## src/rtl/edge_event_arbiter_if.sv

```systemverilog
// Event bundle between the edge/event arbiter and its environment.
// Latency: none, wires only.
// Backpressure: ev_ready from the consumer stalls ev_valid/ev_id.
//
// Ports (grouped):
//   level, enable, clr_overrun : per-channel inputs to the arbiter
//   ev_valid, ev_id, ev_ready  : single event channel, valid/ready handshake
//   pending, overrun           : per-channel status from the arbiter
interface edge_event_arbiter_if #(
    parameter int N    = 4,
    parameter int ID_W = 2
);
    logic [N-1:0]    level;
    logic [N-1:0]    enable;
    logic [N-1:0]    clr_overrun;
    logic            ev_valid;
    logic [ID_W-1:0] ev_id;
    logic            ev_ready;
    logic [N-1:0]    pending;
    logic [N-1:0]    overrun;

    // master: the arbiter itself
    modport master (
        input  level, enable, clr_overrun, ev_ready,
        output ev_valid, ev_id, pending, overrun
    );

    // slave: the input source plus event consumer
    modport slave (
        output level, enable, clr_overrun, ev_ready,
        input  ev_valid, ev_id, pending, overrun
    );
endinterface

```

## src/rtl/edge_event_arbiter.sv

```systemverilog
// Rising-edge detection on N level inputs, latched as pending events, round-robin onto one event channel.
// Latency: level sampled high at edge t -> pending after t+1 -> ev_valid after t+2 (arbiter idle, channel wins).
// Backpressure: ev_valid/ev_id held until ev_ready; extra edges on a pending channel set sticky overrun.
//
// Ports:
//   clk   : system clock, rising edge
//   reset : synchronous, active-high
//   bus   : edge_event_arbiter_if.master (level/enable/clr_overrun in, ev_* handshake, pending/overrun out)
module edge_event_arbiter #(
    parameter int N    = 4,
    parameter int ID_W = 2
) (
    input  logic                  clk,
    input  logic                  reset,
    edge_event_arbiter_if.master  bus
);

    typedef enum logic [1:0] {
        CH_ZERO = 2'd0,
        CH_EDG  = 2'd1,
        CH_ONE  = 2'd2
    } ch_state_t;

    typedef enum logic {
        ARB_IDLE  = 1'b0,
        ARB_OFFER = 1'b1
    } arb_state_t;

    ch_state_t       ch_st [N];
    logic [N-1:0]    tick;
    logic [N-1:0]    set_vec;
    logic [N-1:0]    clr_vec;
    logic [N-1:0]    pending_q;
    logic [N-1:0]    overrun_q;
    logic            hs;

    arb_state_t      arb_st;
    logic            ev_valid_q;
    logic [ID_W-1:0] ev_id_q;
    logic [ID_W-1:0] last_grant_q;
    logic            pick_vld;
    logic [ID_W-1:0] pick_id;

    // ------------------------------------------------------------------
    // Per-channel Moore edge detectors. EDG lasts exactly one cycle, so a
    // one-cycle pulse still yields a tick, and a level already high when
    // reset drops is seen as a fresh edge.
    // ------------------------------------------------------------------
    always_ff @(posedge clk) begin
        for (int i = 0; i < N; i++) begin
            if (reset) begin
                ch_st[i] <= CH_ZERO;
            end else begin
                case (ch_st[i])
                    CH_ZERO: ch_st[i] <= bus.level[i] ? CH_EDG : CH_ZERO;
                    CH_EDG:  ch_st[i] <= bus.level[i] ? CH_ONE : CH_ZERO;
                    CH_ONE:  ch_st[i] <= bus.level[i] ? CH_ONE : CH_ZERO;
                    default: ch_st[i] <= CH_ZERO;
                endcase
            end
        end
    end

    always_comb begin
        tick = '0;
        for (int i = 0; i < N; i++) begin
            tick[i] = (ch_st[i] == CH_EDG);
        end
    end

    // ------------------------------------------------------------------
    // Pending / overrun. A new tick on the channel being handed off this
    // cycle re-arms pending without counting as an overrun.
    // ------------------------------------------------------------------
    assign hs      = ev_valid_q & bus.ev_ready;
    assign set_vec = tick & bus.enable;
    assign clr_vec = hs ? ({{(N-1){1'b0}}, 1'b1} << ev_id_q) : '0;

    always_ff @(posedge clk) begin
        if (reset) begin
            pending_q <= '0;
            overrun_q <= '0;
        end else begin
            pending_q <= set_vec | (pending_q & ~clr_vec);
            overrun_q <= (set_vec & pending_q & ~clr_vec) | (overrun_q & ~bus.clr_overrun);
        end
    end

    // ------------------------------------------------------------------
    // Round-robin pick: the pending channel closest after last_grant
    // (distance counted modulo N) wins. Distance form avoids variable
    // indexing and works for any N, power of two or not.
    // ------------------------------------------------------------------
    always_comb begin
        int best;
        int d;
        best     = N;
        d        = 0;
        pick_id  = '0;
        pick_vld = |pending_q;
        for (int i = 0; i < N; i++) begin
            d = i + N - 1 - int'(last_grant_q);
            if (d >= N) begin
                d = d - N;
            end
            if (pending_q[i] && (d < best)) begin
                best    = d;
                pick_id = ID_W'(i);
            end
        end
    end

    // ------------------------------------------------------------------
    // Arbiter. The grant is locked for the whole OFFER; the return to IDLE
    // after each handshake gives the pending clear one cycle to land before
    // the next pick.
    // ------------------------------------------------------------------
    always_ff @(posedge clk) begin
        if (reset) begin
            arb_st       <= ARB_IDLE;
            ev_valid_q   <= 1'b0;
            ev_id_q      <= '0;
            last_grant_q <= ID_W'(N - 1);
        end else begin
            case (arb_st)
                ARB_IDLE: begin
                    if (pick_vld) begin
                        ev_id_q    <= pick_id;
                        ev_valid_q <= 1'b1;
                        arb_st     <= ARB_OFFER;
                    end else begin
                        ev_valid_q <= 1'b0;
                    end
                end
                ARB_OFFER: begin
                    if (bus.ev_ready) begin
                        last_grant_q <= ev_id_q;
                        ev_valid_q   <= 1'b0;
                        arb_st       <= ARB_IDLE;
                    end
                end
                default: begin
                    ev_valid_q <= 1'b0;
                    arb_st     <= ARB_IDLE;
                end
            endcase
        end
    end

    assign bus.ev_valid = ev_valid_q;
    assign bus.ev_id    = ev_id_q;
    assign bus.pending  = pending_q;
    assign bus.overrun  = overrun_q;

endmodule

```

## src/flat_wrapper.sv

```systemverilog
// flat-port wrapper written by rule: the top's interface ports become plain ports
module edge_event_arbiter_flat 
#(
    parameter int N    = 4,
    parameter int ID_W = 2
)
  (clk, reset, bus_level, bus_enable, bus_clr_overrun, bus_ev_ready, bus_ev_valid, bus_ev_id, bus_pending, bus_overrun);
  edge_event_arbiter_if #(.N(N), .ID_W(ID_W)) bus_i ();
  input  logic clk;
  input  logic reset;
  input wire logic [$bits(bus_i.level)-1:0] bus_level;
  input wire logic [$bits(bus_i.enable)-1:0] bus_enable;
  input wire logic [$bits(bus_i.clr_overrun)-1:0] bus_clr_overrun;
  input wire logic [$bits(bus_i.ev_ready)-1:0] bus_ev_ready;
  output wire logic [$bits(bus_i.ev_valid)-1:0] bus_ev_valid;
  output wire logic [$bits(bus_i.ev_id)-1:0] bus_ev_id;
  output wire logic [$bits(bus_i.pending)-1:0] bus_pending;
  output wire logic [$bits(bus_i.overrun)-1:0] bus_overrun;
  assign bus_i.level = bus_level;
  assign bus_i.enable = bus_enable;
  assign bus_i.clr_overrun = bus_clr_overrun;
  assign bus_i.ev_ready = bus_ev_ready;
  assign bus_ev_valid = bus_i.ev_valid;
  assign bus_ev_id = bus_i.ev_id;
  assign bus_pending = bus_i.pending;
  assign bus_overrun = bus_i.overrun;
  edge_event_arbiter #(.N(N), .ID_W(ID_W)) u_core (.clk(clk), .reset(reset), .bus(bus_i));
endmodule
```

## config.mk

```make
export PLATFORM = sky130hd
export DESIGN_NAME = edge_event_arbiter_flat
export DESIGN_NICKNAME = d
export VERILOG_FILES = /design/src/rtl/edge_event_arbiter_if.sv /design/src/rtl/edge_event_arbiter.sv /design/src/flat_wrapper.sv
export SDC_FILE = /design/constraint.sdc
export NUM_CORES = 1
export LEC_CHECK = 0
export BUFFER_PORTS_ARGS = -buffer_cell sky130_fd_sc_hd__clkbuf_2
export CELL_PAD_IN_SITES_DETAIL_PLACEMENT = 2
export CELL_PAD_IN_SITES_GLOBAL_PLACEMENT = 2
export CORE_MARGIN = 2
export CORE_UTILIZATION = 36
export DETAILED_ROUTE_END_ITERATION = 10
export HOLD_SLACK_MARGIN = 0.1
export PLACE_DENSITY_LB_ADDON = 0.1
export SKIP_LAST_GASP = 1
export SYNTH_ARGS = -nofsm -noshare
export SYNTH_HDL_FRONTEND = slang
export SYNTH_SLANG_ARGS = --single-unit
```

## constraint.sdc

```tcl
create_clock -name clk -period 7.2 [get_ports clk]
set_clock_uncertainty 0.15 [all_clocks]
set_input_delay 0.72 -clock clk [delete_from_list [all_inputs] [get_ports clk]]
set_output_delay 0.72 -clock clk [all_outputs]
set_load 0.005 [all_outputs]
```

# --- Yosys cells after proc, flatten, opt, wreduce, memory -nomap -nowiden ---
# Memories as Yosys holds them, arrays and structs flattened.
# Index checks and enable logic that the tools add are counted.
classes:
  add_sub_neg: 8
  n_lt_le_gt_ge: 8
  n_eq_ne: 9
  n_shift: 1
  muxes: 90
  bitwise: 27
  n_reduce_logical: 15
op_table:
  columns: ["operator", "n"]
  rows:
  - ["32-bit 2-to-1 mux", 7]
  - ["32-bit by 4-bit >= comparator with 1-bit output, second input constant", 4]
  - ["32-bit by 4-bit subtractor with 32-bit output, second input constant", 4]
  - ["32-bit < comparator", 3]
  - ["1-bit 2-to-1 mux", 58]
  - ["2-bit 2-to-1 mux", 22]
  - ["32-bit by 4-bit < comparator with 1-bit output, second input constant", 1]
  - ["4-bit AND", 5]
  - ["1-bit bitwise OR", 16]
  - ["3-bit OR reduction", 4]
  - ["3-bit by 2-bit subtractor with 4-bit output, first input constant", 3]
  - ["2-bit by 1-bit equality test with 1-bit output, second input constant", 4]
  - ["2-bit equality test, second input constant", 4]
  - ["2-bit zero test", 4]
  - ["4-bit inverter", 2]
  - ["4-bit bitwise OR", 2]
  - ["1-bit logical AND", 4]
  - ["4-bit 2-to-1 mux", 1]
  - ["1-bit one-hot mux with 2 select lines", 2]
  - ["2-bit AND reduction", 2]
  - ["4-bit OR reduction", 1]
  - ["1-bit by 2-bit left shift with 4-bit output, first input constant", 1]
  - ["2-bit by 2-bit subtractor with 3-bit output, first input constant", 1]
  - ["2-bit inequality test, second input constant", 1]
  - ["2 further kinds", 2]
word_totals:
  reg_bits: 14
  ramBits: 8
  in_bits: 15
  output_inout_bits: 11
  wordCells: 165
  mem_count: 1
mem_list:
  columns: ["memory", "words", "width", "read_ports", "rd_ports_with_merged_regs", "write_ports", "line_no", "text"]
  rows:
  - ["u_core.ch_st", 4, 2, 4, 0, 4, "edge_event_arbiter.sv:29", "ch_state_t ch_st [N];"]

# --- Logic depth before layout (Yosys ltp) ---
logic_depth:
  ltp_word: 15
  mapped_depth: 21

# --- Worst setup path after synthesis ---
# Ideal clock, no wire load.
synth_timing:
  kind: "reg-to-reg"
  start: "register u_core.last_grant_q[0]"
  end: "register u_core.ev_id_q[1] (netlist: u_core.bus.ev_id[1])"
  setup_ns: 0.086
  arrival_ns: 4.106
  required_ns: 6.964
  slack_ns: 2.859
  stages_incl_launch_ff: 20
  n_path_buf: 0
  period_less_slack_ns: 4.341
  path_cell_list: "dfxtp_1 inv_1 ha_1 ha_1 nand2_1 o2111ai_4 nand2_2 mux2_4 ha_1 o21ai_0 o211ai_1 nand2_1 o21ai_4 mux2_4 ha_1 inv_1 or4_1 a31oi_1 o21ai_1 a211oi_1"
synth_between:
  elab_chain_cells: 15
  elab_cells_between_ends: 29
synth_lines:
  columns: ["item", "line_no", "text"]
  rows:
  - ["start, declared", "edge_event_arbiter.sv:40", "logic [ID_W-1:0] last_grant_q;"]
  - ["start signal, assigned", "edge_event_arbiter.sv:123", "last_grant_q <= ID_W'(N - 1);"]
  - ["start signal, assigned", "edge_event_arbiter.sv:137", "last_grant_q <= ev_id_q;"]
  - ["2-bit by 2-bit subtractor with 3-bit output", "edge_event_arbiter.sv:102", "d = i + N - 1 - int'(last_grant_q);"]
  - ["32-bit by 4-bit subtractor with 32-bit output / 32-bit by 4-bit >= comparator with 1-bit output (equally long branches)", "edge_event_arbiter.sv:104, edge_event_arbiter.sv:103", null]
  - ["32-bit 2-to-1 mux", "edge_event_arbiter.sv:103", "if (d >= N) begin"]
  - ["32-bit by 4-bit < comparator with 1-bit output", "edge_event_arbiter.sv:106", "if (pending_q[i] && (d < best)) begin"]
  - ["1-bit logical AND", "edge_event_arbiter.sv:106", null]
  - ["32-bit 2-to-1 mux", "edge_event_arbiter.sv:106", null]
  - ["32-bit < comparator", "edge_event_arbiter.sv:106", null]
  - ["1-bit logical AND", "edge_event_arbiter.sv:106", null]
  - ["32-bit 2-to-1 mux", "edge_event_arbiter.sv:106", null]
  - ["32-bit < comparator", "edge_event_arbiter.sv:106", null]
  - ["1-bit logical AND", "edge_event_arbiter.sv:106", null]
  - ["32-bit 2-to-1 mux", "edge_event_arbiter.sv:106", null]
  - ["32-bit < comparator", "edge_event_arbiter.sv:106", null]
  - ["1-bit logical AND", "edge_event_arbiter.sv:106", null]
  - ["2-bit 2-to-1 mux (*)", "edge_event_arbiter.sv:106", null]
  - ["end signal, assigned", "edge_event_arbiter.sv:128", "ev_id_q <= pick_id;"]
  - ["end, declared", "edge_event_arbiter.sv:39", "logic [ID_W-1:0] ev_id_q;"]
# Mark *: on every way between the ends. The rest lies on a longest branch, timed or not.
# A chain may end at the register's enable or synchronous reset.

# --- Worst setup path in the final report ---
# Same ends and word-level chain as after synthesis.

==> results.py <==
metrics = {
    "outcome": {
        "status": "complete, no violations",
    },
    "worst_setup_path": {
        "reg2reg_from": "u_core.last_grant_q[0]",
        "crit_type": "register to register",
        "crit_end": "u_core.bus.ev_id[1]",
        "startpoint": "u_core.last_grant_q[0]",
        "r2r_slack_ns": 2.36,
        "critPathMaxFanout": 8,
        "endpoint_kind": "register",
        "r2r_cells": 21,
        "cp-start-kind": "register",
        "worstPathArrival_ns": 4.86,
        "regToRegEndpoint": "u_core.bus.ev_id[1]",
        "critPathRequiredTime_ns": 7.22,
    },
    "synthesis": {
        "ys_seq_area_frac": 0.3831,
        "ys_warn_count": 0,
        "ys.flop_type": "dfxtp_1",
        "post-synth-top-area-fraction": 0.2063,
        "synth_cell_types": 38,
        "syn-instance-count": 142,
        "synthSimpleGateAreaFrac": 0.2017,
        "ys_ff_latch": 22,
        "syn_area_um2": 1359,
        "synthXorXnorAreaFrac": 0.02578,
        "synth_top_cells_by_count": "dfxtp_1, nor2_1, ha_1, inv_1, edfxtp_1",
        "synth_adder_area_share": 0.1197,
        "yosysTopAreaCell": "dfxtp_1",
        "synth_top_family_by_area": "simple AND/OR/NAND/NOR gates",
        "synth-async-reset-ratio": 0,
        "synthTopCellsByArea": "dfxtp_1, edfxtp_1, ha_1",
        "synth.area.mux_share": 0.04052,
        "synth-edff-count": 8,
        "synth_compound_area_frac": 0.1878,
        "synth.avg_cell_area_um2": 9.569,
    },
    "clocking": {
        "cts-buffers-inserted": 3,
        "clk_pin_slew_worst_paths_ns": 0.07,
        "clock_path_buffers": 2,
        "cts.repair.resized": 0,
        "cts-root-buf": "clkbuf_8",
        "hold_buffers": 0,
        "cts_tree": "done",
        "clock_latency_ns": 0.25,
        "cts_setup_buffers": 0,
        "htreeDepth": 1,
        "cts_sinks": 22,
    },
    "timing": {
        "fmax_ghz": 0.2068,
        "min_period_over_period": 0.6715,
        "finalSetupViolCount": 0,
        "holdWs_ns": 0.3642,
        "final_hold_viol_count": 0,
        "fin_crit_ns": 4.835,
        "slew_violations": 0,
        "rsz0062_at_grt": "no",
        "tns_ns": 0,
    },
    "grt": {
        "grt_max_degree": 18,
        "track_usage": 0.1750,
        "grt_pass1_wl_um": 5782,
        "grt_pass1_vias": 1258,
        "overflow": 0,
        "antenna_found_initial": 0,
    },
    "drt": {
        "wl_per_cell_um": 14.62,
        "postRouteAntennaNets": 0,
        "met2WireLength_um": 1732,
        "wl_um": 3290,
        "wl_met3_um": 107,
        "drc": 0,
        "drtIter0Drc": 20,
        "dr.pass1.iters": 3,
        "viasPerCell": 5.089,
        "route.top_layer_used": "met3",
        "num_vias": 1145,
        "drt-met1-wl_um": 1450,
    },
    "layout": {
        "layout-drive-gt1-share": 0.2260,
        "fin_util": 0.4435,
        "multi_input_area_um2": 812.0,
        "regArea_um2": 520.5,
        "diodes": 0,
        "final_area_um2": 1612,
        "num-fill-cells": 436,
        "fin_nets": 206,
        "syn_to_final_growth_pct": 18.60,
        "final_cells": 225,
    },
    "power_and_ir_drop": {
        "powerDensity_nw_per_um2": 181.2,
        "leakage_nw": 0.7080,
        "vdd_drop_max_uv": 118.7,
    },
    "worst_hold_path": {
        "min_path_type": "register to register",
    },
    "die": {
        "dieHeight_um": 65.44,
        "die_w_um": 65.44,
        "row_count": 22,
        "dieArea_um2": 4282,
        "io_pins": 26,
        "start_util": 0.3740,
        "core-area_um2": 3633,
    },
    "placement": {
        "hpwl_um": 2714,
        "place.gp.congestion": 0.8213,
        "place.port_buffers": 25,
        "dp_cells": 221,
        "place_area_um2": 1567,
    },
    "flow_run": {
        "drv_cap": 0,
    },
}
-- layer usage --
| metal | vias to the layer above | GRT usage |
|---|---|---|
| li1 | 562 | - |
| met1 | 565 | 0.2161 |
| met2 | 18 | 0.3202 |
| met3 | 0 | 0.03596 |
| met4 | 0 | 0.02344 |
| met5 | - | 0 |
-- state kept, by name, summed over array words and instances, names as in the netlist --
name,flops
u_core.ch_st,8
u_core.bus.overrun,4
u_core.bus.pending,4
u_core.bus.ev_id,2
u_core.last_grant_q,2
u_core.arb_st,1
u_core.bus.ev_valid,1
-- layout by cell type (no fill, tap or decap), types with 2 or more instances in the layout --
cell / synthesis / final
clkbuf_2: 0 / 25
nor2_1: 14 / 14
dfxtp_1: 14 / 14
inv_1: 13 / 13
ha_1: 13 / 13
edfxtp_1: 8 / 8
conb_1: 1 / 8
nand2_1: 7 / 7
a21oi_1: 7 / 7
nand2b_1: 7 / 7
o21ai_0: 7 / 7
nand3b_1: 5 / 5
nor3_1: 5 / 5
xnor2_1: 4 / 4
a2bb2oi_1: 4 / 4
o211ai_1: 3 / 3
mux2_4: 3 / 3
nand3_1: 3 / 3
clkbuf_8: 0 / 3
nor2b_1: 2 / 2
o21ai_1: 2 / 2
a211oi_1: 2 / 2
-- worst min path at each step --
stage | slack, ns | end | cells after the start | startpoint
5_1_grt | 0.41 | u_core.bus.overrun[3] | 2 | u_core.bus.overrun[3]
4_1_cts | 0.37 | u_core.bus.overrun[3] | 2 | u_core.bus.overrun[3]
6_report | 0.36 | u_core.bus.overrun[2] | 2 | u_core.bus.overrun[2]
3_5_place_dp | 0.36 | u_core.bus.overrun[3] | 2 | u_core.bus.overrun[3]
3_3_place_gp | 0.32 | u_core.bus.overrun[2] | 2 | u_core.bus.overrun[2]
2_1_floorplan | 0.33 | u_core.bus.overrun[0] | 2 | u_core.bus.overrun[0]
-- per-stage QoR --
step	setup WS (ns)	power [mW]
detailed placement	2.325	0.2190
finish	2.365	0.2921
global placement	2.470	0.2146
CTS	2.273	0.2957
floorplan	2.859	0.1948
global route	1.969	0.3118
-- power by group --
group | switching, mW | internal (mW)
Clock | 0.0365 | 0.0393
Sequential | 0.0120 | 0.138
Combinational | 0.0360 | 0.0307
Total | 0.0845 | 0.208
-- final cells by class --
class                   instances  share of cell area
multi-input cells             113              0.5039
flip-flops and latches         22              0.3230
repair buffers                 25             0.07764
well taps                      48             0.03727
inverters                      13             0.03028
clock buffers                   4             0.02795
-- cell families (layout without fill, tap and decap cells) --
group,count (synthesis),in the layout
compound gates,34,34
xor+xnor,4,4
fa+ha+maj,13,13
buf+inv,14,42
flops,22,22
mux,4,4
other cells,1,8
simple gates,50,50
-- critical path, cell delays in order, from the launching register on --
cell	delay, ns
dfxtp_1	0.52
inv_1	0.17
ha_1	0.24
nor2b_1	0.23
inv_1	0.07
ha_1	0.20
nand2_1	0.11
o2111ai_4	0.12
nand2_2	0.12
mux2_4	0.31
ha_1	0.18
a21oi_1	0.23
o211ai_1	0.15
a21oi_2	0.20
o21ai_4	0.11
mux2_4	0.32
ha_1	0.29
inv_1	0.05
or4_1	0.46
a31oi_1	0.17
o21ai_1	0.11
a211oi_1	0.24
No activity file was read; power rests on OpenSTA's default activity.
